<file path="config.mk">
export PLATFORM = sky130hd
export DESIGN_NAME = apuf_eval_ctrl
export DESIGN_NICKNAME = d
export VERILOG_FILES = /design/src/rtl/apuf_eval_ctrl.sv
export SDC_FILE = /design/constraint.sdc
export NUM_CORES = 1
export LEC_CHECK = 0
export BUFFER_PORTS_ARGS = -buffer_cell sky130_fd_sc_hd__buf_2
export CAP_MARGIN = 40
export CORE_MARGIN = 2
export CORE_UTILIZATION = 53
export CTS_CLUSTER_DIAMETER = 30
export DETAILED_ROUTE_END_ITERATION = 10
export HOLD_SLACK_MARGIN = 0.02
export PLACE_DENSITY = 0.85
export SYNTH_ARGS = -nofsm -noshare
export SYNTH_HDL_FRONTEND = slang
export SYNTH_SLANG_ARGS = --single-unit
</file>
<file path="constraint.sdc">
create_clock -name clk -period 2.9 [get_ports clk]
set_input_delay 0.29 -clock clk [delete_from_list [all_inputs] [get_ports clk]]
set_output_delay 0.29 -clock clk [all_outputs]
set_load 0.05 [all_outputs]
</file>
<file path="src/rtl/apuf_eval_ctrl.sv">
// Arbiter-PUF evaluation controller: holds the challenge, fires the trigger NREP
// times with settle gaps, and majority-votes the sampled responses.
module apuf_eval_ctrl #(
  parameter int NCHAL   = 128,
  parameter int NREP    = 5,
  parameter int SETTLE  = 16,
  parameter int TIMEOUT = 1024,
  localparam int NWORDS = NCHAL / 64,
  localparam int WID    = (NWORDS > 1) ? $clog2(NWORDS) : 1
) (
  input  logic             clk,
  input  logic             rst,
  input  logic             chal_en,
  input  logic             wr_en,
  input  logic [WID-1:0]   word_id,
  input  logic [63:0]      data_in,
  input  logic             start,
  output logic [NCHAL-1:0] cT,
  output logic             tig,
  input  logic             resp_ready,
  input  logic             resp_bit,
  output logic             busy,
  output logic             done,
  output logic             resp_major,
  output logic [3:0]       ones_cnt,
  output logic             timeout_err
);

  localparam int TW = $clog2(TIMEOUT + 1);

  typedef enum logic [2:0] {IDLE, ARM, FIRE, GAP, FIN} state_t;

  state_t           state, nextState;
  logic [7:0]       settleCnt;
  logic [TW-1:0]    waitCnt;
  logic [3:0]       repCnt;
  logic [3:0]       onesAcc;
  logic [NCHAL-1:0] chal;
  logic             settleDone;
  logic             timeoutHit;

  function automatic logic majority(input logic [3:0] ones);
    return int'(ones) > (NREP / 2);
  endfunction

  always_comb begin
    nextState  = state;
    settleDone = (settleCnt == 8'(SETTLE - 1));
    timeoutHit = !resp_ready && (waitCnt == TW'(TIMEOUT - 1));
    case (state)
      IDLE: if (start && chal_en) nextState = ARM;
      ARM:  if (settleDone) nextState = FIRE;
      FIRE: begin
        if (resp_ready)      nextState = GAP;
        else if (timeoutHit) nextState = FIN;
      end
      GAP:  if (settleDone) nextState = (repCnt < 4'(NREP)) ? ARM : FIN;
      FIN:  nextState = IDLE;
      default: nextState = IDLE;
    endcase
    // Dropping chal_en mid-vote abandons the vote silently.
    if (!chal_en && state != IDLE) nextState = IDLE;
  end

  always_ff @(posedge clk) begin
    if (rst) begin
      state       <= IDLE;
      settleCnt   <= '0;
      waitCnt     <= '0;
      repCnt      <= '0;
      onesAcc     <= '0;
      chal        <= '0;
      resp_major  <= 1'b0;
      ones_cnt    <= '0;
      timeout_err <= 1'b0;
    end else begin
      state <= nextState;

      if ((state == ARM || state == GAP) && nextState == state) settleCnt <= settleCnt + 8'd1;
      else                                                      settleCnt <= '0;

      if (state == FIRE && nextState == FIRE) waitCnt <= waitCnt + TW'(1);
      else                                    waitCnt <= '0;

      if (state == IDLE && nextState == ARM) begin
        repCnt      <= '0;
        onesAcc     <= '0;
        timeout_err <= 1'b0;
      end

      if (state == FIRE && nextState == GAP) begin
        repCnt  <= repCnt + 4'd1;
        onesAcc <= onesAcc + 4'(resp_bit);
      end

      // Results are registered on entry to FIN so they are valid while done is high.
      if (nextState == FIN) begin
        ones_cnt    <= onesAcc;
        resp_major  <= majority(onesAcc);
        timeout_err <= (state == FIRE);
      end

      // The challenge only changes in IDLE, so it is stable for a whole vote.
      if (!chal_en) begin
        chal <= '0;
      end else if (wr_en && state == IDLE) begin
        for (int k = 0; k < NWORDS; k++)
          if (word_id == WID'(k)) chal[64*k +: 64] <= data_in;
      end
    end
  end

  assign cT   = chal;
  assign tig  = (state == FIRE);
  assign busy = (state != IDLE);
  assign done = (state == FIN);

endmodule

</file>
# --- Word level (Yosys, flattened, before mapping) ---
# Index checks and enable logic that the tools add are counted.
word_totals:
  regBits: 164
  input_bits: 72
  output_inout_bits: 137
  elab_cells: 64
op_classes:
  add_sub_neg: 4
  n_lt_le_gt_ge: 2
  eq_ne: 11
  muxes: 13
  n_bitwise: 4
  n_reduce_logical: 20
ops:
  columns: ["operator", "n"]
  rows:
  - ["2-to-1 mux 3 bit", 7]
  - ["== test 3 x 2 -> 1 bit (second input constant)", 4]
  - ["2-to-1 mux 4 bit", 3]
  - ["one-hot mux 3 bit (4 select lines)", 1]
  - ["adder 11 x 1 -> 11 bit (second input constant)", 1]
  - ["== test 11 x 10 -> 1 bit (second input constant)", 1]
  - ["adder 8 x 1 -> 8 bit (second input constant)", 1]
  - ["== test 8 x 4 -> 1 bit (second input constant)", 1]
  - ["logical AND 1 bit", 8]
  - ["== test 3 x 1 -> 1 bit (second input constant)", 2]
  - ["== test 3 bit (second input constant)", 2]
  - ["OR reduction 2 bit", 3]
  - ["adder 4 x 1 -> 4 bit", 1]
  - ["adder 4 x 1 -> 4 bit (second input constant)", 1]
  - ["> comparator 4 x 2 -> 1 bit (second input constant)", 1]
  - ["< comparator 4 x 3 -> 1 bit (second input constant)", 1]
  - ["NOT 1 bit", 4]
  - ["AND reduction 2 bit", 2]
  - ["nonzero test 2 bit", 2]
  - ["== test 3 bit", 1]
  - ["logical NOT 3 bit", 1]
  - ["nonzero test 3 bit", 1]
  - ["logical NOT 1 bit", 2]
  - ["2-to-1 mux 1 bit", 2]
  - ["logical OR 1 bit", 1]

# --- Depth between registers and ports, before layout ---
# Gate-level depths: netlist (run 1).
depth:
  depth_word: 10
  ltp_mapped: 7
  depth_no_buf: 6

# --- Worst setup path after synthesis (run 1) ---
# OpenSTA, ideal clock, no wires.
synth_path:
  kind: "flip-flop to output port"
  startpoint: "register state[1]"
  endpoint: "output tig"
  t_arrival_ns: 1.591
  required_time_ns: 2.610
  setup_slack_ns: 1.019
  stages_incl_launch_ff: 3
  path_buffers: 0
  path_cell_list: "dfxtp_1 > inv_1 > nor3_1"
synth_via:
  elab_chain_len: 1
synth_lines:
  columns: ["item", "line_no", "text"]
  rows:
  - ["start: declaration", "33", "state_t state, nextState;"]
  - ["start signal: assignment", "77", "state <= nextState;"]
  - ["== test 3 x 2 -> 1 bit", "114", "assign tig = (state == FIRE);"]
  - ["end: declaration", "19", "output logic tig,"]
# Every way passes these cells.

# --- Worst setup path in the final report (run 1) ---
layout_path:
  startpoint: "register state[2]"
  endpoint: "register chal[65], in the netlist cT[65]"
layout_via:
  elab_chain_len: 3
layout_lines:
  columns: ["item", "line_no", "text"]
  rows:
  - ["logical NOT 3 bit", "106", "end else if (wr_en && state == IDLE) begin"]
  - ["logical AND 1 bit", "106", null]
  - ["AND reduction 2 bit (no line)", null, null]
  - ["end signal: indexed assignment", "108", "if (word_id == WID'(k)) chal[64*k +: 64] <= data_in;"]
  - ["end: declaration", "38", "logic [NCHAL-1:0] chal;"]
# Every way passes these cells.
# A chain may end at the register's enable or synchronous reset.

==> results.cfg, run 1 <==
[placed_design]
port_buffers = 208
hpwlAfterDp_mm = 10.40
gp_congestion = 0.8657
dp.cells = 1044
place_area_sq_mm = 0.007169

[clock_network]
cts_tree = yes
numCtsBuffers = 17
cts.clk_slew.worst_paths_ns = 0.06
h-tree-depth = 4
cts_max_path_buffers = 2
cts_resized = 0
cts.sinks = 164
insertion_delay_ns = 0.42
root_buffer = clkbuf_16
post-cts-setup-buffers = 0
holdBufCountCts = 0

[yosys]
ys.flop_type = dfxtp_1
yosysMostFrequentCell = nand2_1
synth_area_leader_cell = dfxtp_1
synthArstFlopShare_pct = 0
yosys-top-cells-count = nand2_1 (262), dfxtp_1 (164), a21oi_1 (137)
synth_top_area_share_pct = 54.20
syn_avg_cell_area_sq_um = 8.230
synth_warnings = 0
synth_nets = 814
yosysUniqueCellTypes = 41
syn_area_sq_mm = 0.006057
ys_seq_area_share_pct = 54.20
syn_inst = 736
synth_edf_count = 0
synthTopCellsByArea = dfxtp_1 (54%), nand2_1 (16%), a21oi_1 (11%), clkbuf_1 (1.9%), nand3_1 (1.6%)
ys_ff_latch = 164

[routing]
met2_length_mm = 7.712
routed_wl_mm = 16.12
dr.first_iter.drc_count = 623
vias = 5717
drc = 0
drt_pass1_iterations = 5
maxUsedRoutingLayer = met4
vias_per_cell = 5.308
wl_met3_mm = 1.049
wl_met1_mm = 6.851
ant_nets = 0
wl_per_cell_um = 14.97

[final_layout]
drive_above_1_share_pct = 28.51
final_cell_count_no_fill = 1077
seqCellArea_sq_mm = 0.003283
area_growth_syn_to_layout_pct = 29.62
post-route-cell-area_sq_mm = 0.007851
final_nets = 998
final_util_pct = 69.65
multi_input_area_sq_mm = 0.002545
nFillCells = 899

[critical_path]
path_cells = nor3_2 > and3_2 > buf_12 > nand2_1 > a21oi_1
critPathBufInv = 1
crit_family = simple AND/OR/NAND/NOR gates
worstSetupStartpointType = flip-flop
cp_slowest_cell = and3_2
worst-setup-path-type = reg2reg
worst-path-stages = 5
reg2regPathDepth = 5
cpPeakStageDelay_ns = 0.50
path_max_fanout = 48
required_ns = 3.25
cp_data_arrival_time_ns = 2.30
crit_path_end_kind = flip-flop

[power_and_ir_drop]
p_per_area_mw_per_mm2 = 670.6
ir_drop_mv = 0.4432
leakage_nw = 3.338

[min_path]
holdPathStages = 3
hold_class = in2reg

[timing]
fin_setup_tns_ns = 0
max_slew_margin_pct = 52.76
finalSetupViolations = 0
hold_viol_final = 0
whs_ns = 0.1133
tightest_slew_ns = 0.7087
finalCritPeriodShare_pct = 67.36
max_freq_mhz = 511.9
rsz0062_at_grt = false
final_max_slew_viol_count = 0
fin_crit_ns = 1.953
fin_skew_ns = 0.009850

[global_routing]
antenna_found_initial = 1
grt_pass1_vias = 5270
grt_pass1_wl_mm = 25.97
gr-total-overflow = 0
globalRouteTotalUtil_pct = 26.14
grt_max_degree = 75

[flow_run]
max_cap_violations = 0

[die]
num_rows = 39
io_pins = 209
core_sq_mm = 0.01127
die_h_um = 110.9
die_w_um = 110.9
initial_core_util_pct = 53.74
dieArea_sq_mm = 0.01230

[run_status]
status = complete, no violations
==> worst reg2reg max path, stage by stage, from the launching register on <==
cell and delay (ns):
dfxtp_1 0.39, nor3_2 0.43, and3_2 0.50, buf_12 0.29, nand2_1 0.13, a21oi_1 0.14
==> routing by layer <==
metal,global-route usage (%),vias up
li1,-,2800
met1,32.89,2645
met2,41.84,231
met3,6.452,41
met4,13.25,0
met5,0,-
==> cell families (layout without fill, tap and decap cells) <==
kind of cell,count (synthesis),count (layout),synth area share (%)
mux,1,1,0.1859
fa+ha+maj,6,6,1.239
xor+xnor,15,15,2.169
compound gates,161,161,14.15
other cells,0,1,0
simple gates,333,333,24.02
buf+inv,56,253,4.028
flops,164,164,54.20
==> state kept, by name (all words and copies together), names as in the netlist <==
signal / flops
cT: 128
waitCnt: 11
settleCnt: 8
onesAcc: 4
ones_cnt: 4
repCnt: 4
state: 3
resp_major: 1
timeout_err: 1
==> where the power goes <==
part	switching, mW	leakage [nW]	internal [mW]
registers	0.0202	1.33	2.29
logic	0.319	1.68	0.112
clock network	0.858	0.332	1.66
total	1.20	3.34	4.07
==> final cells by class <==
type                    count  share of cell area, %
multi-input cells         516                  32.41
inverters                   7                 0.3347
flip-flops and latches    164                  41.82
clock inverters             8                  2.135
diodes                      1                0.03187
repair buffers            214                  14.47
clock buffers              24                  6.518
well taps                 143                  2.279
==> metrics by stage <==
stage	power, mW	worst slack, ns
floorplan	2.638	1.019
global placement	2.782	1.036
detailed placement	2.788	0.9957
CTS	5.291	0.9566
global route	5.427	0.8089
finish	5.265	0.9466
==> cells in the final DEF, fill, tap and decap left out, drive strengths merged, types with 4 or more instances in the layout <==
cell    netlist  final
nor2         22     22
and3          6      6
a31oi         6      6
inv           7      7
nand2       262    262
xor2         10     10
xnor2         5      5
bufinv        0      5
ha            6      6
o21ai         7      7
a21oi       137    137
nand4         4      4
and4          4      4
clkbuf       31     24
dfxtp       164    164
buf          18    214
nand3        19     19
==> path summary, 6_finish.rpt <==
path                                              start  slack [ns]                       to
worst min-delay path                        data_in[24]        0.11      cT[88]$_SDFFE_PP0P_
worst max register to register      state[2]$_SDFF_PP0_        0.95      cT[65]$_SDFFE_PP0P_
worst max-delay path                state[2]$_SDFF_PP0_        0.95      cT[65]$_SDFFE_PP0P_
worst min register to register  settleCnt[0]$_SDFF_PP0_        0.45  settleCnt[0]$_SDFF_PP0_
(Power assumes the default switching activity.)
==> inputs of run 2 (changes only) <==
--- a/config.mk
+++ b/config.mk
@@ -5,14 +5,15 @@
 export SDC_FILE = /design/constraint.sdc
 export NUM_CORES = 1
 export LEC_CHECK = 0
+export ABC_AREA = 1
 export BUFFER_PORTS_ARGS = -buffer_cell sky130_fd_sc_hd__buf_2
 export CAP_MARGIN = 40
 export CORE_MARGIN = 2
-export CORE_UTILIZATION = 53
+export CORE_UTILIZATION = 50
 export CTS_CLUSTER_DIAMETER = 30
 export DETAILED_ROUTE_END_ITERATION = 10
 export HOLD_SLACK_MARGIN = 0.02
-export PLACE_DENSITY = 0.85
+export PLACE_DENSITY = 0.8
 export SYNTH_ARGS = -nofsm -noshare
 export SYNTH_HDL_FRONTEND = slang
 export SYNTH_SLANG_ARGS = --single-unit
==> constraint.sdc (replaced) <==
create_clock -name clk -period 2 [get_ports clk]
set_input_delay 0.2 -clock clk [delete_from_list [all_inputs] [get_ports clk]]
set_output_delay 0.2 -clock clk [all_outputs]
set_load 0.05 [all_outputs]
==> results.cfg, run 2 <==
[yosys]
syn_inst = 634
synth_nets = 712
syn_area_sq_mm = 0.006387
synth_edf_count = 0
yosysUniqueCellTypes = 30
synthTopCellsByArea = dfxtp_1 (51%), mux2i_1 (20%), nor2_1 (8.8%), buf_6 (2.8%), nand2_1 (1.9%)
ys_seq_area_share_pct = 51.40
syn_avg_cell_area_sq_um = 10.07
yosys-top-cells-count = dfxtp_1 (164), nor2_1 (150), mux2i_1 (128)
ys.flop_type = dfxtp_1
ys_ff_latch = 164
synth_warnings = 0
synth_top_area_share_pct = 51.40
yosysMostFrequentCell = dfxtp_1
synthArstFlopShare_pct = 0
synth_area_leader_cell = dfxtp_1

[flow_run]
max_cap_violations = 0

[final_layout]
seqCellArea_sq_mm = 0.003283
mostFrequentLayoutCells = buf_2 (208), dfxtp_1 (164), nor2_1 (150), mux2i_1 (128), nand2_1 (32)
final_cell_count_no_fill = 1042
nFillCells = 986
post-route-cell-area_sq_mm = 0.008367
area_growth_syn_to_layout_pct = 30.99
multi_input_area_sq_mm = 0.002801
final_util_pct = 66.57
final_nets = 935
largest_reg_flops = 128
drive_above_1_share_pct = 33.79
diodes = 0
final_common_cell = buf_2

[power_and_ir_drop]
netSwitchingFraction_pct = 24.41
leakage_nw = 4.389
switching_power_mw = 1.826
seq_power_share_pct = 44.9
p_per_area_mw_per_mm2 = 894.3
pwr-share-clk_pct = 44.5
ir_drop_mv = 0.5056
internal_power_mw = 5.656
pwr-share-comb_pct = 10.6

[clock_network]
cts_tree = yes
cts_max_path_buffers = 2
post-cts-setup-buffers = 0
cts.clk_slew.worst_paths_ns = 0.06
cts.sinks = 164
h-tree-depth = 4
cts_resized = 0
root_buffer = clkbuf_16
holdBufCountCts = 19
numCtsBuffers = 17
insertion_delay_ns = 0.42

[placed_design]
place_area_sq_mm = 0.007555
hpwlAfterDp_mm = 9.705
port_buffers = 208
gp_congestion = 0.8251
dp.cells = 990

[timing]
finalCritPeriodShare_pct = 88.31
fin_setup_tns_ns = 0
max_freq_mhz = 566.2
final_max_slew_viol_count = 0
max_slew_margin_pct = 63.85
fin_crit_ns = 1.766
hold_viol_final = 0
fin_skew_ns = 0.008434
whs_ns = 0.03653
finalSetupViolations = 0
rsz0062_at_grt = false
tightest_slew_ns = 0.5423

[routing]
dr.first_iter.drc_count = 310
routed_wl_mm = 14.37
drt_pass1_iterations = 4
wl_per_cell_um = 13.79
ant_nets = 0
drc = 0
vias_per_cell = 4.827
vias = 5030

[die]
core_sq_mm = 0.01257
num_rows = 41
die_h_um = 117.0
dieArea_sq_mm = 0.01369
io_pins = 209
initial_core_util_pct = 50.82
die_w_um = 117.0

[critical_path]
worstSetupStartpointType = flip-flop
path_max_fanout = 12
r2r_end = waitCnt[1]$_SDFF_PP0_
startpoint = settleCnt[0]$_SDFF_PP0_
crit_end = waitCnt[1]$_SDFF_PP0_
cp_data_arrival_time_ns = 2.10
required_ns = 2.33
r2r_slack_ns = 0.23
reg2regPathDepth = 7
r2r-start = settleCnt[0]$_SDFF_PP0_
worst-setup-path-type = reg2reg
crit_path_end_kind = flip-flop

[global_routing]
grt_max_degree = 77
grt_pass1_vias = 4614
globalRouteTotalUtil_pct = 20.27
grt_pass1_wl_mm = 21.70
gr-total-overflow = 0
antenna_found_initial = 0

[min_path]
hold_class = in2reg

[run_status]
status = complete, no violations
run 2: final cells by class:
class	instances	area share [%]
clock inverter	11	1.809
tap	172	2.572
multi-input combinational	416	33.48
timing repair buffer	235	16.36
inverter	23	1.032
sequential	164	39.24
clock buffer	21	5.503
run 2: cell families after synthesis:
kind of cell,after synthesis,share of synthesized area [%]
buffers and inverters,54,5.054
and+or+nand+nor,241,17.85
AOI/OAI and AO/OA,22,1.861
muxes,128,20.06
DFF,164,51.40
xor gates and xnor gates,19,2.605
adders and majority gates,6,1.175
run 2: power groups by stage:
stage	clock network, mW	logic (mW)	registers, mW
3_3_place_gp	0	0.758	3.43
2_1_floorplan	0	0.355	3.63
6_report	3.33	0.796	3.36
5_1_grt	3.54	0.851	3.36
3_5_place_dp	0	0.764	3.43
4_1_cts	3.38	0.796	3.36
run 2: per-stage QoR:
step	power [mW]	setup WS, ns
after global placement	4.186	0.2997
after floorplan	3.986	0.3461
after CTS	7.538	0.2259
final	7.482	0.2338
after global routing	7.754	0.1017
after detailed placement	4.195	0.2646
run 2: how the worst min path moves through the flow:
| stage | start | endpoint | cells after the start |
|---|---|---|---|
| after floorplan | data_in[0] | cT[0]$_SDFFE_PP0P_ | 2 |
| after global placement | settleCnt[0]$_SDFF_PP0_ | settleCnt[0]$_SDFF_PP0_ | 1 |
| after detailed placement | settleCnt[0]$_SDFF_PP0_ | settleCnt[0]$_SDFF_PP0_ | 1 |
| after CTS | data_in[42] | cT[106]$_SDFFE_PP0P_ | 3 |
| after global routing | data_in[46] | cT[110]$_SDFFE_PP0P_ | 3 |
| final | data_in[41] | cT[41]$_SDFFE_PP0P_ | 3 |
run 2: worst max-delay path, cell delays in order, from the launching register on:
cell and delay, ns:
dfxtp_1 0.37, ha_1 0.23, nand3_2 0.13, nor2_2 0.20, nand2_1 0.08, nand3_2 0.10, nand3_2 0.29, nor3b_1 0.28
run 2: layer usage:
layer  share of wire [%]  global-route usage, %
met2                  48                  33.60
met4                 1.6                  8.314
met5                   0                      0
met1                  43                  23.82
met3                 7.7                  7.467
